==> config.mk <==
export PLATFORM = sky130hd
export DESIGN_NAME = dma_buf_arb_flat
export DESIGN_NICKNAME = d
export VERILOG_FILES = /design/src/rtl/dma_buf_arb_pkg.sv /design/src/rtl/dma_buf_arb_if.sv /design/src/rtl/dma_buf_reg.sv /design/src/rtl/dma_buf_arb.sv /design/src/flat_wrapper.sv
export SDC_FILE = /design/constraint.sdc
export NUM_CORES = 1
export LEC_CHECK = 0
export BUFFER_PORTS_ARGS = -buffer_cell sky130_fd_sc_hd__buf_2
export CELL_PAD_IN_SITES_DETAIL_PLACEMENT = 0
export CELL_PAD_IN_SITES_GLOBAL_PLACEMENT = 1
export CORE_AREA = 10 10 151 153
export DETAILED_ROUTE_END_ITERATION = 16
export DIE_AREA = 0 0 161 163
export PLACE_DENSITY_LB_ADDON = 0.1
export SLEW_MARGIN = 30
export SYNTH_ARGS = -nofsm -noshare
export SYNTH_HDL_FRONTEND = slang
export SYNTH_SLANG_ARGS = --single-unit
==> constraint.sdc <==
create_clock -name i_clk -period 4.4 [get_ports i_clk]
set_input_delay 0.44 -clock i_clk [delete_from_list [all_inputs] [get_ports i_clk]]
set_output_delay 0.44 -clock i_clk [all_outputs]
set_load 0.005 [all_outputs]
==> src/rtl/dma_buf_arb_pkg.sv <==
// Shared types for the DMA stream buffer arbiter.
//  buf_arb_state_t : ownership state of the single-entry buffer
//  prio_t          : 2-bit per-stream priority level (3 = highest)
package dma_buf_arb_pkg;

  typedef enum logic [1:0] {
    BA_IDLE  = 2'd0,
    BA_EMPTY = 2'd1,
    BA_FULL  = 2'd2
  } buf_arb_state_t;

  typedef logic [1:0] prio_t;

  localparam prio_t PRIO_MAX = 2'd3;

endpackage

==> src/rtl/dma_buf_arb_if.sv <==
// Bus bundle between the stream channel FSMs / AHB master and the buffer arbiter.
//  i_req/i_prio      : per-stream ownership request and priority level
//  i_put/i_wdata     : source-side beat write (owner only)
//  i_pull            : destination-side beat consumed
//  o_gnt/o_gnt_id    : one-hot and binary owner (0 when idle)
//  o_busy/o_full     : buffer owned / buffer holds an unread beat
//  o_rdata           : buffer contents
//  o_done/o_flush    : one-cycle pulses after a normal pull / forced discard
// slave modport faces the arbiter, master modport faces the requesters.
interface dma_buf_arb_if #(
  parameter int nstream = 8,
  parameter int wbus    = 32
);
  logic [nstream-1:0]         i_req;
  logic [2*nstream-1:0]       i_prio;
  logic                       i_put;
  logic [wbus-1:0]            i_wdata;
  logic                       i_pull;
  logic [nstream-1:0]         o_gnt;
  logic [$clog2(nstream)-1:0] o_gnt_id;
  logic                       o_busy;
  logic [wbus-1:0]            o_rdata;
  logic                       o_full;
  logic                       o_done;
  logic                       o_flush;

  modport slave (
    input  i_req, i_prio, i_put, i_wdata, i_pull,
    output o_gnt, o_gnt_id, o_busy, o_rdata, o_full, o_done, o_flush
  );

  modport master (
    output i_req, i_prio, i_put, i_wdata, i_pull,
    input  o_gnt, o_gnt_id, o_busy, o_rdata, o_full, o_done, o_flush
  );
endinterface

==> src/rtl/dma_buf_reg.sv <==
// Single-entry stream data buffer.
//  i_clk    : clock (posedge)
//  i_nreset : asynchronous active-low reset
//  i_put    : capture i_wdata and mark full
//  i_wdata  : beat data
//  i_pull   : mark empty (data is kept)
//  o_rdata  : held beat, stable until the next put
//  o_full   : buffer holds an unread beat
module dma_buf_reg #(
  parameter int wbus = 32
) (
  input  logic            i_clk,
  input  logic            i_nreset,
  input  logic            i_put,
  input  logic [wbus-1:0] i_wdata,
  input  logic            i_pull,
  output logic [wbus-1:0] o_rdata,
  output logic            o_full
);

  logic [wbus-1:0] data_q;
  logic            full_q;

  // Put has precedence; the arbiter never issues both in the same cycle.
  always_ff @(posedge i_clk or negedge i_nreset) begin
    if (!i_nreset) begin
      data_q <= '0;
      full_q <= 1'b0;
    end else if (i_put) begin
      data_q <= i_wdata;
      full_q <= 1'b1;
    end else if (i_pull) begin
      full_q <= 1'b0;
    end
  end

  assign o_rdata = data_q;
  assign o_full  = full_q;

endmodule

==> src/rtl/dma_buf_arb.sv <==
// Arbitrates ownership of the single-entry stream buffer among nstream DMA
// streams: highest priority level wins, round-robin among equal levels.
// The owner gets exactly one beat (put then pull) before re-arbitration.
//  i_clk   : clock (posedge)
//  i_reset : asynchronous active-high reset
//  bus     : dma_buf_arb_if slave modport (requests, beat data, grant/status)
module dma_buf_arb
  import dma_buf_arb_pkg::*;
#(
  parameter int nstream = 8,
  parameter int wbus    = 32
) (
  input  logic          i_clk,
  input  logic          i_reset,
  dma_buf_arb_if.slave  bus
);

  localparam int IDW = $clog2(nstream);
  typedef logic [IDW-1:0] id_t;

  buf_arb_state_t     state_q, state_d;
  logic [nstream-1:0] gnt_q, gnt_d;
  id_t                gnt_id_q, gnt_id_d;
  id_t                rr_q, rr_d;
  logic               done_q, done_d;
  logic               flush_q, flush_d;
  logic               buf_put, buf_pull;
  logic               owner_req;
  id_t                win;

  // Masked-priority round-robin: find the top level among requesters, then
  // take the first requester at that level scanning from rr+1 with wrap.
  function automatic id_t pick_winner(input logic [nstream-1:0]   req,
                                      input logic [2*nstream-1:0] prio,
                                      input id_t                  rr);
    prio_t top;
    logic  seen;
    id_t   sel;
    int    idx;
    top  = '0;
    seen = 1'b0;
    sel  = '0;
    for (int k = 0; k < nstream; k++) begin
      if (top != PRIO_MAX && req[k] && prio[2*k +: 2] > top) top = prio[2*k +: 2];
    end
    for (int off = 1; off <= nstream; off++) begin
      idx = (int'(rr) + off) % nstream;
      if (!seen && req[idx] && prio[2*idx +: 2] == top) begin
        sel  = id_t'(idx);
        seen = 1'b1;
      end
    end
    return sel;
  endfunction

  assign win       = pick_winner(bus.i_req, bus.i_prio, rr_q);
  assign owner_req = bus.i_req[gnt_id_q];

  always_comb begin
    state_d  = state_q;
    gnt_d    = gnt_q;
    gnt_id_d = gnt_id_q;
    rr_d     = rr_q;
    done_d   = 1'b0;
    flush_d  = 1'b0;
    buf_put  = 1'b0;
    buf_pull = 1'b0;
    unique case (state_q)
      BA_IDLE: begin
        if (|bus.i_req) begin
          gnt_d      = '0;
          gnt_d[win] = 1'b1;
          gnt_id_d   = win;
          rr_d       = win;
          state_d    = BA_EMPTY;
        end
      end
      BA_EMPTY: begin
        // A pull here has nothing to consume and is ignored.
        if (bus.i_put && owner_req) begin
          buf_put = 1'b1;
          state_d = BA_FULL;
        end else if (!owner_req) begin
          gnt_d    = '0;
          gnt_id_d = '0;
          state_d  = BA_IDLE;
        end
      end
      BA_FULL: begin
        // A real pull beats a simultaneous request drop: done, not flush.
        if (bus.i_pull) begin
          buf_pull = 1'b1;
          done_d   = 1'b1;
          gnt_d    = '0;
          gnt_id_d = '0;
          state_d  = BA_IDLE;
        end else if (!owner_req) begin
          buf_pull = 1'b1;
          flush_d  = 1'b1;
          gnt_d    = '0;
          gnt_id_d = '0;
          state_d  = BA_IDLE;
        end
      end
      default: begin
        gnt_d    = '0;
        gnt_id_d = '0;
        state_d  = BA_IDLE;
      end
    endcase
  end

  always_ff @(posedge i_clk or posedge i_reset) begin
    if (i_reset) begin
      state_q  <= BA_IDLE;
      gnt_q    <= '0;
      gnt_id_q <= '0;
      rr_q     <= id_t'(nstream - 1);
      done_q   <= 1'b0;
      flush_q  <= 1'b0;
    end else begin
      state_q  <= state_d;
      gnt_q    <= gnt_d;
      gnt_id_q <= gnt_id_d;
      rr_q     <= rr_d;
      done_q   <= done_d;
      flush_q  <= flush_d;
    end
  end

  dma_buf_reg #(.wbus(wbus)) u_buf (
    .i_clk    (i_clk),
    .i_nreset (~i_reset),
    .i_put    (buf_put),
    .i_wdata  (bus.i_wdata),
    .i_pull   (buf_pull),
    .o_rdata  (bus.o_rdata),
    .o_full   (bus.o_full)
  );

  assign bus.o_gnt    = gnt_q;
  assign bus.o_gnt_id = gnt_id_q;
  assign bus.o_busy   = (state_q != BA_IDLE);
  assign bus.o_done   = done_q;
  assign bus.o_flush  = flush_q;

endmodule
==> src/flat_wrapper.sv <==
// flat-port wrapper written by rule: the top's interface ports become plain ports
module dma_buf_arb_flat import dma_buf_arb_pkg::*;
#(
  parameter int nstream = 8,
  parameter int wbus    = 32
)
  (i_clk, i_reset, bus_i_req, bus_i_prio, bus_i_put, bus_i_wdata, bus_i_pull, bus_o_gnt, bus_o_gnt_id, bus_o_busy, bus_o_rdata, bus_o_full, bus_o_done, bus_o_flush);
  dma_buf_arb_if #(.nstream(nstream), .wbus(wbus)) bus_i ();
  input  logic i_clk;
  input  logic i_reset;
  input wire logic [$bits(bus_i.i_req)-1:0] bus_i_req;
  input wire logic [$bits(bus_i.i_prio)-1:0] bus_i_prio;
  input wire logic [$bits(bus_i.i_put)-1:0] bus_i_put;
  input wire logic [$bits(bus_i.i_wdata)-1:0] bus_i_wdata;
  input wire logic [$bits(bus_i.i_pull)-1:0] bus_i_pull;
  output wire logic [$bits(bus_i.o_gnt)-1:0] bus_o_gnt;
  output wire logic [$bits(bus_i.o_gnt_id)-1:0] bus_o_gnt_id;
  output wire logic [$bits(bus_i.o_busy)-1:0] bus_o_busy;
  output wire logic [$bits(bus_i.o_rdata)-1:0] bus_o_rdata;
  output wire logic [$bits(bus_i.o_full)-1:0] bus_o_full;
  output wire logic [$bits(bus_i.o_done)-1:0] bus_o_done;
  output wire logic [$bits(bus_i.o_flush)-1:0] bus_o_flush;
  assign bus_i.i_req = bus_i_req;
  assign bus_i.i_prio = bus_i_prio;
  assign bus_i.i_put = bus_i_put;
  assign bus_i.i_wdata = bus_i_wdata;
  assign bus_i.i_pull = bus_i_pull;
  assign bus_o_gnt = bus_i.o_gnt;
  assign bus_o_gnt_id = bus_i.o_gnt_id;
  assign bus_o_busy = bus_i.o_busy;
  assign bus_o_rdata = bus_i.o_rdata;
  assign bus_o_full = bus_i.o_full;
  assign bus_o_done = bus_i.o_done;
  assign bus_o_flush = bus_i.o_flush;
  dma_buf_arb #(.nstream(nstream), .wbus(wbus)) u_core (.i_clk(i_clk), .i_reset(i_reset), .bus(bus_i));
endmodule
Yosys cells after proc, flatten, opt, wreduce, memory -nomap -nowiden
Index checks and enable logic that the tools add are counted.

$add $sub $neg: 8. Multiply operators: 0. Divide/modulo/power cells: 0. Order comparisons: 19. Equality and inequality tests: 19. Shifts and indexed selects: 8. Mux-type cells: 77. Bitwise logic cells: 8. Reductions and logical operators: 53.

Operators with widths (number): $shiftx A16 B5 Y2 (8); $lt A4 B5 Y1 const B (8); $mux W1 (36); $mux W3 (12); $logic_and A1 B1 Y1 (32); $mux W8 (4); $bmux W1 S3 (9); $mux W2 (12); $pmux W8 S3 (1); $reduce_or A3 Y1 (8); $eq A2 B2 Y1 (8); $ne A2 B2 Y1 const B (8); $gt A2 B2 Y1 (7); $add A3 B3 Y3 const B (4); $pmux W3 S3 (1); $and A1 B1 Y1 const A (8); $lt A3 B4 Y1 const B (2); $reduce_or A8 Y1 (1); $logic_not A1 Y1 (7); $add A3 B1 Y3 const B (2); $add A3 B2 Y3 const B (2); $pmux W2 S3 (1); $reduce_and A2 Y1 (2); $reduce_bool A2 Y1 (2); other kinds (7) (7).

Register bits: 51. Latch bits: 0. Bits in writable memories: 0. ROM bits: 0. Bits of input ports: 60. Output and inout bits: 47. Logic and storage cells: 200. Memories kept: 0.

Longest topological paths before layout
Gate-level depths: netlist of the first run.

Word-level depth: 68. Mapped depth: 48. Gate-level depth less buffers: 46.

Modules after synthesis
Synthesis of the first run repeated with hierarchy kept, for this count alone.

Cells, all modules: 506. Area, all modules: 4966.0 um^2.

By module, submodules not included: dma_buf_arb (instances 1, cells each 435, area each 3588.4 um^2, sequential area each 454.2 um^2); dma_buf_reg (instances 1, cells each 71, area each 1377.6 um^2, sequential area each 825.8 um^2).

Worst setup path before layout of the first run
No wires, ideal clock.

Kind: input -> register. From: input port bus_i_req[0]. To: register u_core.gnt_q[0], in the netlist u_core.bus.o_gnt[0]. Library setup time: 0.122 ns. Data arrival time: 9.542 ns. Required time: 4.278 ns. Slack: -5.263 ns. Cell stages on the path: 43. Path buffers: 1. Cell sequence: clkbuf_1 and2_1 ha_1 a21bo_2 a21oi_4 a22o_1 ha_1 or2_2 a2111oi_2 a22o_1 ha_1 nor2_1 o21ai_0 or2_1 a311oi_4 inv_1 ha_1 nor2_1 [7 not listed] and2_1 nor2_1 ha_1 or4_1 o21a_1 o21ai_0 ha_1 nor2_1 o211ai_1 or2_2 mux2i_1 a22oi_4 mux2i_2 nor2b_1 o21ai_1 o211a_2 o41a_1 a32o_1.

Longest elaborated chain between the ends: 67. Elaborated cells between the ends (all ways): 123.

Ends and longest elaborated chain: from (decl) (line flat_wrapper.sv:11) `input wire logic [$bits(bus_i.i_req)-1:0] bus_i_req;`; parallel branches: the longest is 67 deep, another holds $gt A2 B2 Y1; to (signal assigned) (line dma_buf_arb.sv:123) `gnt_q <= gnt_d;`; to (decl) (line dma_buf_arb.sv:22) `logic [nstream-1:0] gnt_q, gnt_d;`.

Several ways; the timed one is not identified. The select of a mux whose other input is x is not followed. A chain may end at the register's enable or synchronous reset.

Worst setup path after layout of the first run
From: input port bus_i_req[0]. To: register u_core.gnt_q[7], in the netlist u_core.bus.o_gnt[7].

The elaborated chain is that of the path after synthesis.

==> out/qor.csv, run 1 <==
stage;metric;value;unit
status;status;complete, but fails checks;
status;failing checks;negative setup slack;
yosys;post-synth top area share;24.8;%
worst_hold_path;Hold Path Class;in2async;
detailed_routing;1st-iter DRT viols;214;
cells_and_area;fin cells;995;
cells_and_area;most frequent cells in the layout;128 x buf_4, 104 x buf_2, 48 x dfrtp_1, 44 x mux2_2, 31 x nand2_1;
setup_path;Most common cell on crit path;buf_4;
global_route;total track usage;13.6;%
detailed_routing;Via density;4.97;
cells_and_area;nets@finish;793;
yosys;post-synth net total;577;
clocking;Post-CTS Hold Fix Bufs;0;
clocking;CTS clk-pin slew, worst paths;0.07;ns
yosys;Seq/Total Area, Yosys;26.5;%
setup_path;CP arrival;9.14;ns
clocking;CTS tree;yes;
cells_and_area;design area;7130;um2
place;dpl hpwl;14.2;mm
sta;hold_ws;0.234;ns
sta;fin crit share;204;%
detailed_routing;remaining antenna violation count;0;
setup_path;R2R Path Start;u_core.rr_q[1];
place;dpl cell area;6420;um2
cells_and_area;commonest non-fill, non-tap cell in the layout;buf_4;
yosys;Post-synth EDFFs;0;
global_route;vias in the first global route;5376;
sta;min Tclk post-route;8.96;ns
setup_path;reg2reg path depth;17;
power_and_ir_drop;total power;5.47;mW
floorplanning;die area;26200;um2
sta;Hold Violations, Final;0;
floorplanning;Die X;161;um
power_and_ir_drop;Leak;3.13;nW
setup_path;Slowest-stage cell, CP;mux2_4;
setup_path;Setup crit end kind;register;
floorplanning;Cell Rows;52;
power_and_ir_drop;Max IR drop VDD;0.308;mV
detailed_routing;WL/cell;18.3;um
sta;setup violators final;14;
clocking;H-Tree Level Count;2;
clocking;CTS sink cnt;51;
place;total placed cells including tap cells;949;
sta;max-slew violation count;0;
sta;Slew @ Worst Pin;0.609;ns
sta;final setup margin;-4.56;ns
sta;headroom to the max-slew limit;59.4;%
flow_run;max-cap violations;0;
power_and_ir_drop;Power Density;768;nW/um2
global_route;first-pass GRT wire length;29.3;mm
yosys;top cell type by total area after synthesis;dfrtp_1;
yosys;synth top area cells;dfrtp_1 25%, mux2_2 10%, mux4_2 9.8%, mux2i_1 4.1%, ha_1 2.6%;
floorplanning;# IOs;107;
clocking;Worst-Skew Late Latency;0.29;ns
global_route;initial antenna violation count;1;
clocking;root buf cell;clkbuf_16;
floorplanning;die height;163;um
detailed_routing;vias post-DR;4950;
yosys;top_reg_cell synth;dfrtp_1;
setup_path;Setup CP Type;in2reg;
detailed_routing;DR DRC count;0;
yosys;syn avg cell area;9.54;um2
floorplanning;Starting Density;24.3;%
setup_path;CP max FO;8;
yosys;Post-synth ARST share;100;%
detailed_routing;drt pass-1 iters;4;
setup_path;Critical R2R Capture;u_core.bus.o_gnt[4];
global_route;largest net degree at the start of global routing;52;
place;dpl ws;-5.29;ns
place;I/O Buffers;106;
floorplanning;CORE AREA;19900;um2
global_route;gr ovfl total;0;
yosys;Ys Warns;0;
setup_path;flop-to-flop setup slack;0.28;ns
yosys;number of distinct library cells after synthesis;85;
setup_path;CP required;4.58;ns
yosys;Mapped Cells;507;
sta;clock skew;0.00809;ns
detailed_routing;final wirelength;18.3;mm
setup_path;slowest stage delay, CP;0.35;ns
clocking;Inserted Clock Buffers;5;
cells_and_area;synthesis-to-finish area growth;47.4;%
place;placer congestion estimate;0.810;
setup_path;Worst Setup Start Kind;primary input;
clocking;CTS Buffer Depth;2;
cells_and_area;share of cells above drive strength 1;54.3;%
yosys;Mapped Area;4840;um2
sta;fmax;112;MHz
yosys;Seq cells post-synth;51;
sta;RSZ-0062 raised after global routing;yes;
## worst max-delay path: cells and delay by family
family                     cells  cell delay (ns)
AOI/OAI and AO/OA             15             3.14
adders and majority gates      4             1.06
buffers and inverters         27             3.19
muxes                          1             0.35
and+or+nand+nor                7             0.95
## sequential cells by signal, summed over array words and instances (netlist names)
name	flops
u_core.rr_q	3
u_core.bus.o_gnt_id	3
u_core.bus.o_flush	1
u_core.bus.o_done	1
u_core.u_buf.o_full	1
u_core.bus.o_gnt	8
u_core.state_q	2
u_core.u_buf.o_rdata	32
## metrics by stage
step	util (%)	TNS, ns
after CTS	35.2	-62.32
after global routing	35.8	-68.80
after floorplan	-	-66.34
after global placement	32.3	-69.35
after detailed placement	32.3	-72.72
final	35.8	-62.64
## Yosys cell counts, drive strengths merged, types with 3 or more instances
master / number
o211a: 4
xor2: 3
a22oi: 3
nand2: 32
a31oi: 7
mux2: 45
a21oi: 23
o22ai: 5
or2: 8
nor4: 4
a221oi: 4
mux2i: 21
nor2: 31
o21ai: 31
nor3: 7
clkbuf: 14
o21a: 5
nor2b: 8
inv: 25
nand3b: 4
a32oi: 4
a32o: 9
dfrtp: 48
nand3: 15
a21o: 4
a211oi: 5
and2: 8
buf: 19
mux4: 21
nand4: 6
nand2b: 6
nor3b: 8
xnor2: 4
ha: 10
o21bai: 3
a22o: 3
o32ai: 4
and3: 4
dfstp: 3
o211ai: 8
## how the worst max path moves through the flow
stage	from	to	slack, ns	cells after the start
after floorplan	bus_i_req[0]	u_core.bus.o_gnt[0]	-4.88	44
after global placement	bus_i_req[0]	u_core.bus.o_gnt[2]	-5.07	47
after detailed placement	bus_i_req[0]	u_core.bus.o_gnt[0]	-5.29	47
after CTS	bus_i_req[0]	u_core.bus.o_gnt[3]	-4.53	46
after global routing	bus_i_prio[1]	u_core.bus.o_gnt[7]	-5.00	48
final	bus_i_req[0]	u_core.bus.o_gnt[7]	-4.56	54
## layer usage
layer  vias to the layer above  track usage [%]  share of wire [%]
li1                       2392                -                  -
met2                       135             22.6                 47
met5                         -                0                  0
met3                        15             3.56                6.9
met4                         0             2.85                1.2
met1                      2408             17.5                 45
## cell families after synthesis
family,synth area share [%]
and+or+nand+nor,16.9
AOI/OAI and AO/OA,23.1
muxes,24.7
buffers and inverters,4.99
DFF,26.5
adders and majority gates,2.59
xor gates and xnor gates,1.27
## where the power goes
part / internal [mW] / switching, mW / total (mW)
Combinational: 2.08 / 2.17 / 4.25
Clock: 0.229 / 0.164 / 0.393
Sequential: 0.695 / 0.138 / 0.833
Total: 3.00 / 2.47 / 5.47
## layout make-up
type	instances	area [um2]
well taps	270	338
fillers	2089	12800
inverters	25	98.8
flip-flops and latches	51	1280
multi-input cells	398	3630
repair buffers	242	1620
clock buffers	7	143
diodes	1	2.50
clock inverters	1	8.76
## what timing repair did
action / CTS / global route
buffers inserted: 31 / 6
gates cloned: 0 / 0
setup endpoints to repair: 14 / 14
gates resized for setup: 44 / 17
pin swaps: 38 / 24
(Power assumes the default switching activity.)
==> run 2, diff against run 1 <==
--- a/config.mk
+++ b/config.mk
@@ -8,9 +8,9 @@
 export BUFFER_PORTS_ARGS = -buffer_cell sky130_fd_sc_hd__buf_2
 export CELL_PAD_IN_SITES_DETAIL_PLACEMENT = 0
 export CELL_PAD_IN_SITES_GLOBAL_PLACEMENT = 1
-export CORE_AREA = 10 10 151 153
+export CORE_AREA = 2 2 143 145
 export DETAILED_ROUTE_END_ITERATION = 16
-export DIE_AREA = 0 0 161 163
+export DIE_AREA = 0 0 145 147
 export PLACE_DENSITY_LB_ADDON = 0.1
 export SLEW_MARGIN = 30
 export SYNTH_ARGS = -nofsm -noshare
==> out/qor.csv, run 2 (synthesis gave the netlist of run 1 again) <==
stage;metric;value;unit
setup_path;Worst Setup Start Kind;primary input;
floorplanning;die height;147;um
setup_path;crit path launch;bus_i_req[0];
power_and_ir_drop;Sequential Power Share;15.1;%
setup_path;Setup crit end kind;register;
sta;RSZ-0062 raised after global routing;yes;
cells_and_area;commonest non-fill, non-tap cell in the layout;buf_4;
detailed_routing;vias post-DR;4914;
sta;fin crit share;207;%
floorplanning;CORE AREA;19800;um2
place;I/O Buffers;106;
cells_and_area;most frequent cells in the layout;117 x buf_4, 104 x buf_2, 48 x dfrtp_1, 44 x mux2_2, 31 x nand2_1;
clocking;H-Tree Level Count;2;
setup_path;reg2reg path depth;14;
global_route;first-pass GRT wire length;27.1;mm
power_and_ir_drop;Power Density;788;nW/um2
cells_and_area;nets@finish;780;
floorplanning;Die X;145;um
cells_and_area;share of cells above drive strength 1;53.0;%
detailed_routing;WL/cell;17.1;um
cells_and_area;Antenna diodes;0;
setup_path;CP max FO;6;
setup_path;slowest stage delay, CP;0.49;ns
power_and_ir_drop;Switching Fraction;44.2;%
sta;max-slew violation count;0;
setup_path;flop-to-flop setup slack;0.17;ns
sta;clock skew;0.00953;ns
clocking;Worst-Skew Late Latency;0.29;ns
status;status;complete, but fails checks;
detailed_routing;remaining antenna violation count;0;
detailed_routing;DR DRC count;0;
clocking;Inserted Clock Buffers;5;
clocking;Post-CTS Hold Fix Bufs;0;
setup_path;R2R Path Start;u_core.rr_q[1];
cells_and_area;Largest register FFs;32;
sta;final setup margin;-4.71;ns
power_and_ir_drop;internal power;3.07;mW
clocking;CTS Buffer Depth;2;
clocking;CTS clk-pin slew, worst paths;0.07;ns
place;placer congestion estimate;0.836;
status;failing checks;negative setup slack;
floorplanning;# IOs;107;
place;total placed cells including tap cells;949;
sta;Slew @ Worst Pin;0.621;ns
cells_and_area;fin cells;981;
sta;min Tclk post-route;9.11;ns
place;dpl hpwl;13.0;mm
clocking;CTS sink cnt;51;
detailed_routing;drt pass-1 iters;5;
cells_and_area;synthesis-to-finish area growth;44.5;%
clocking;root buf cell;clkbuf_16;
setup_path;Most common cell on crit path;ha_1;
power_and_ir_drop;Leak;3.07;nW
detailed_routing;Via density;5.01;
power_and_ir_drop;total power;5.51;mW
detailed_routing;final wirelength;16.8;mm
setup_path;CP arrival;9.30;ns
setup_path;Slowest-stage cell, CP;or4_4;
power_and_ir_drop;clock power share;7.2;%
sta;headroom to the max-slew limit;58.6;%
global_route;largest net degree at the start of global routing;52;
global_route;vias in the first global route;5009;
floorplanning;Starting Density;24.4;%
flow_run;max-cap violations;0;
power_and_ir_drop;Gate power share;77.6;%
clocking;CTS tree;yes;
sta;fmax;110;MHz
setup_path;CP endpoint;u_core.bus.o_gnt[1];
sta;Hold Violations, Final;0;
setup_path;Critical R2R Capture;u_core.bus.o_gnt[0];
floorplanning;Cell Rows;52;
global_route;total track usage;15.6;%
sta;setup violators final;14;
power_and_ir_drop;Sw Pwr;2.44;mW
setup_path;Setup CP Type;in2reg;
worst_hold_path;Hold Path Class;in2async;
power_and_ir_drop;Max IR drop VDD;0.369;mV
global_route;gr ovfl total;0;
detailed_routing;1st-iter DRT viols;284;
global_route;initial antenna violation count;2;
setup_path;CP required;4.58;ns
floorplanning;die area;21300;um2
## run 2: final cells by class
class	instances	area [um2]
Inverter	25	98.8
Tap cell	270	338
Clock inverter	2	13.8
Sequential cell	51	1280
Timing Repair Buffer	229	1510
Fill cell	2065	12900
Clock buffer	6	139
Multi-Input combinational cell	398	3610
## run 2: metal layers
layer  up-vias  share of wire (%)  GRT usage (%)
met5         -              0.078              0
met4         2               0.92           2.87
met3        15                6.1           3.48
met2       152                 46           25.6
met1      2395                 46           21.4
li1       2350                  -              -
## run 2: repair_timing
item                                    in CTS  in global routing
endpoints found under the setup margin      14                 14
gates resized for setup                     46                 11
buffers inserted                            19                  6
pin swaps                                   40                 32
## run 2: how the worst min path moves through the flow
| stage | end | slack, ns | cells after the start |
|---|---|---|---|
| floorplan | u_core.u_buf.o_full | 0.48 | 2 |
| global placement | u_core.u_buf.o_full | 0.48 | 2 |
| detailed placement | u_core.u_buf.o_full | 0.48 | 2 |
| CTS | u_core.bus.o_gnt_id[2] | 0.27 | 2 |
| global route | u_core.bus.o_gnt_id[2] | 0.30 | 2 |
| finish | u_core.u_buf.o_rdata[26] | 0.24 | 2 |
## run 2: power by group through the flow
stage | Sequential (mW) | Clock [mW] | Combinational [mW]
6_report | 0.834 | 0.399 | 4.28
5_1_grt | 0.868 | 0.432 | 4.63
4_1_cts | 0.836 | 0.413 | 4.22
3_5_place_dp | 0.836 | 0 | 3.63
3_3_place_gp | 0.839 | 0 | 3.63
2_1_floorplan | 0.817 | 0 | 2.39
## run 2: worst max-delay path, delay by kind of cell
kind                       cells  cell delay [ns]
AOI/OAI and AO/OA             19             3.62
adders and majority gates      7             1.87
buffers and inverters          6             0.63
muxes                          2             0.53
and+or+nand+nor               13             2.21
## run 2: stage by stage
step / worst slack [ns] / TNS [ns] / hold slack [ns] / utilization (%) / cell area (um2)
after floorplan: -4.88 / -66.34 / 0.476 / - / 4940
after global placement: -5.17 / -70.55 / 0.479 / 32.3 / 6410
after detailed placement: -5.37 / -73.32 / 0.476 / 32.3 / 6410
after CTS: -4.54 / -61.85 / 0.266 / 34.9 / 6920
after global routing: -5.14 / -70.58 / 0.297 / 35.2 / 6990
final: -4.71 / -64.48 / 0.241 / 35.2 / 6990
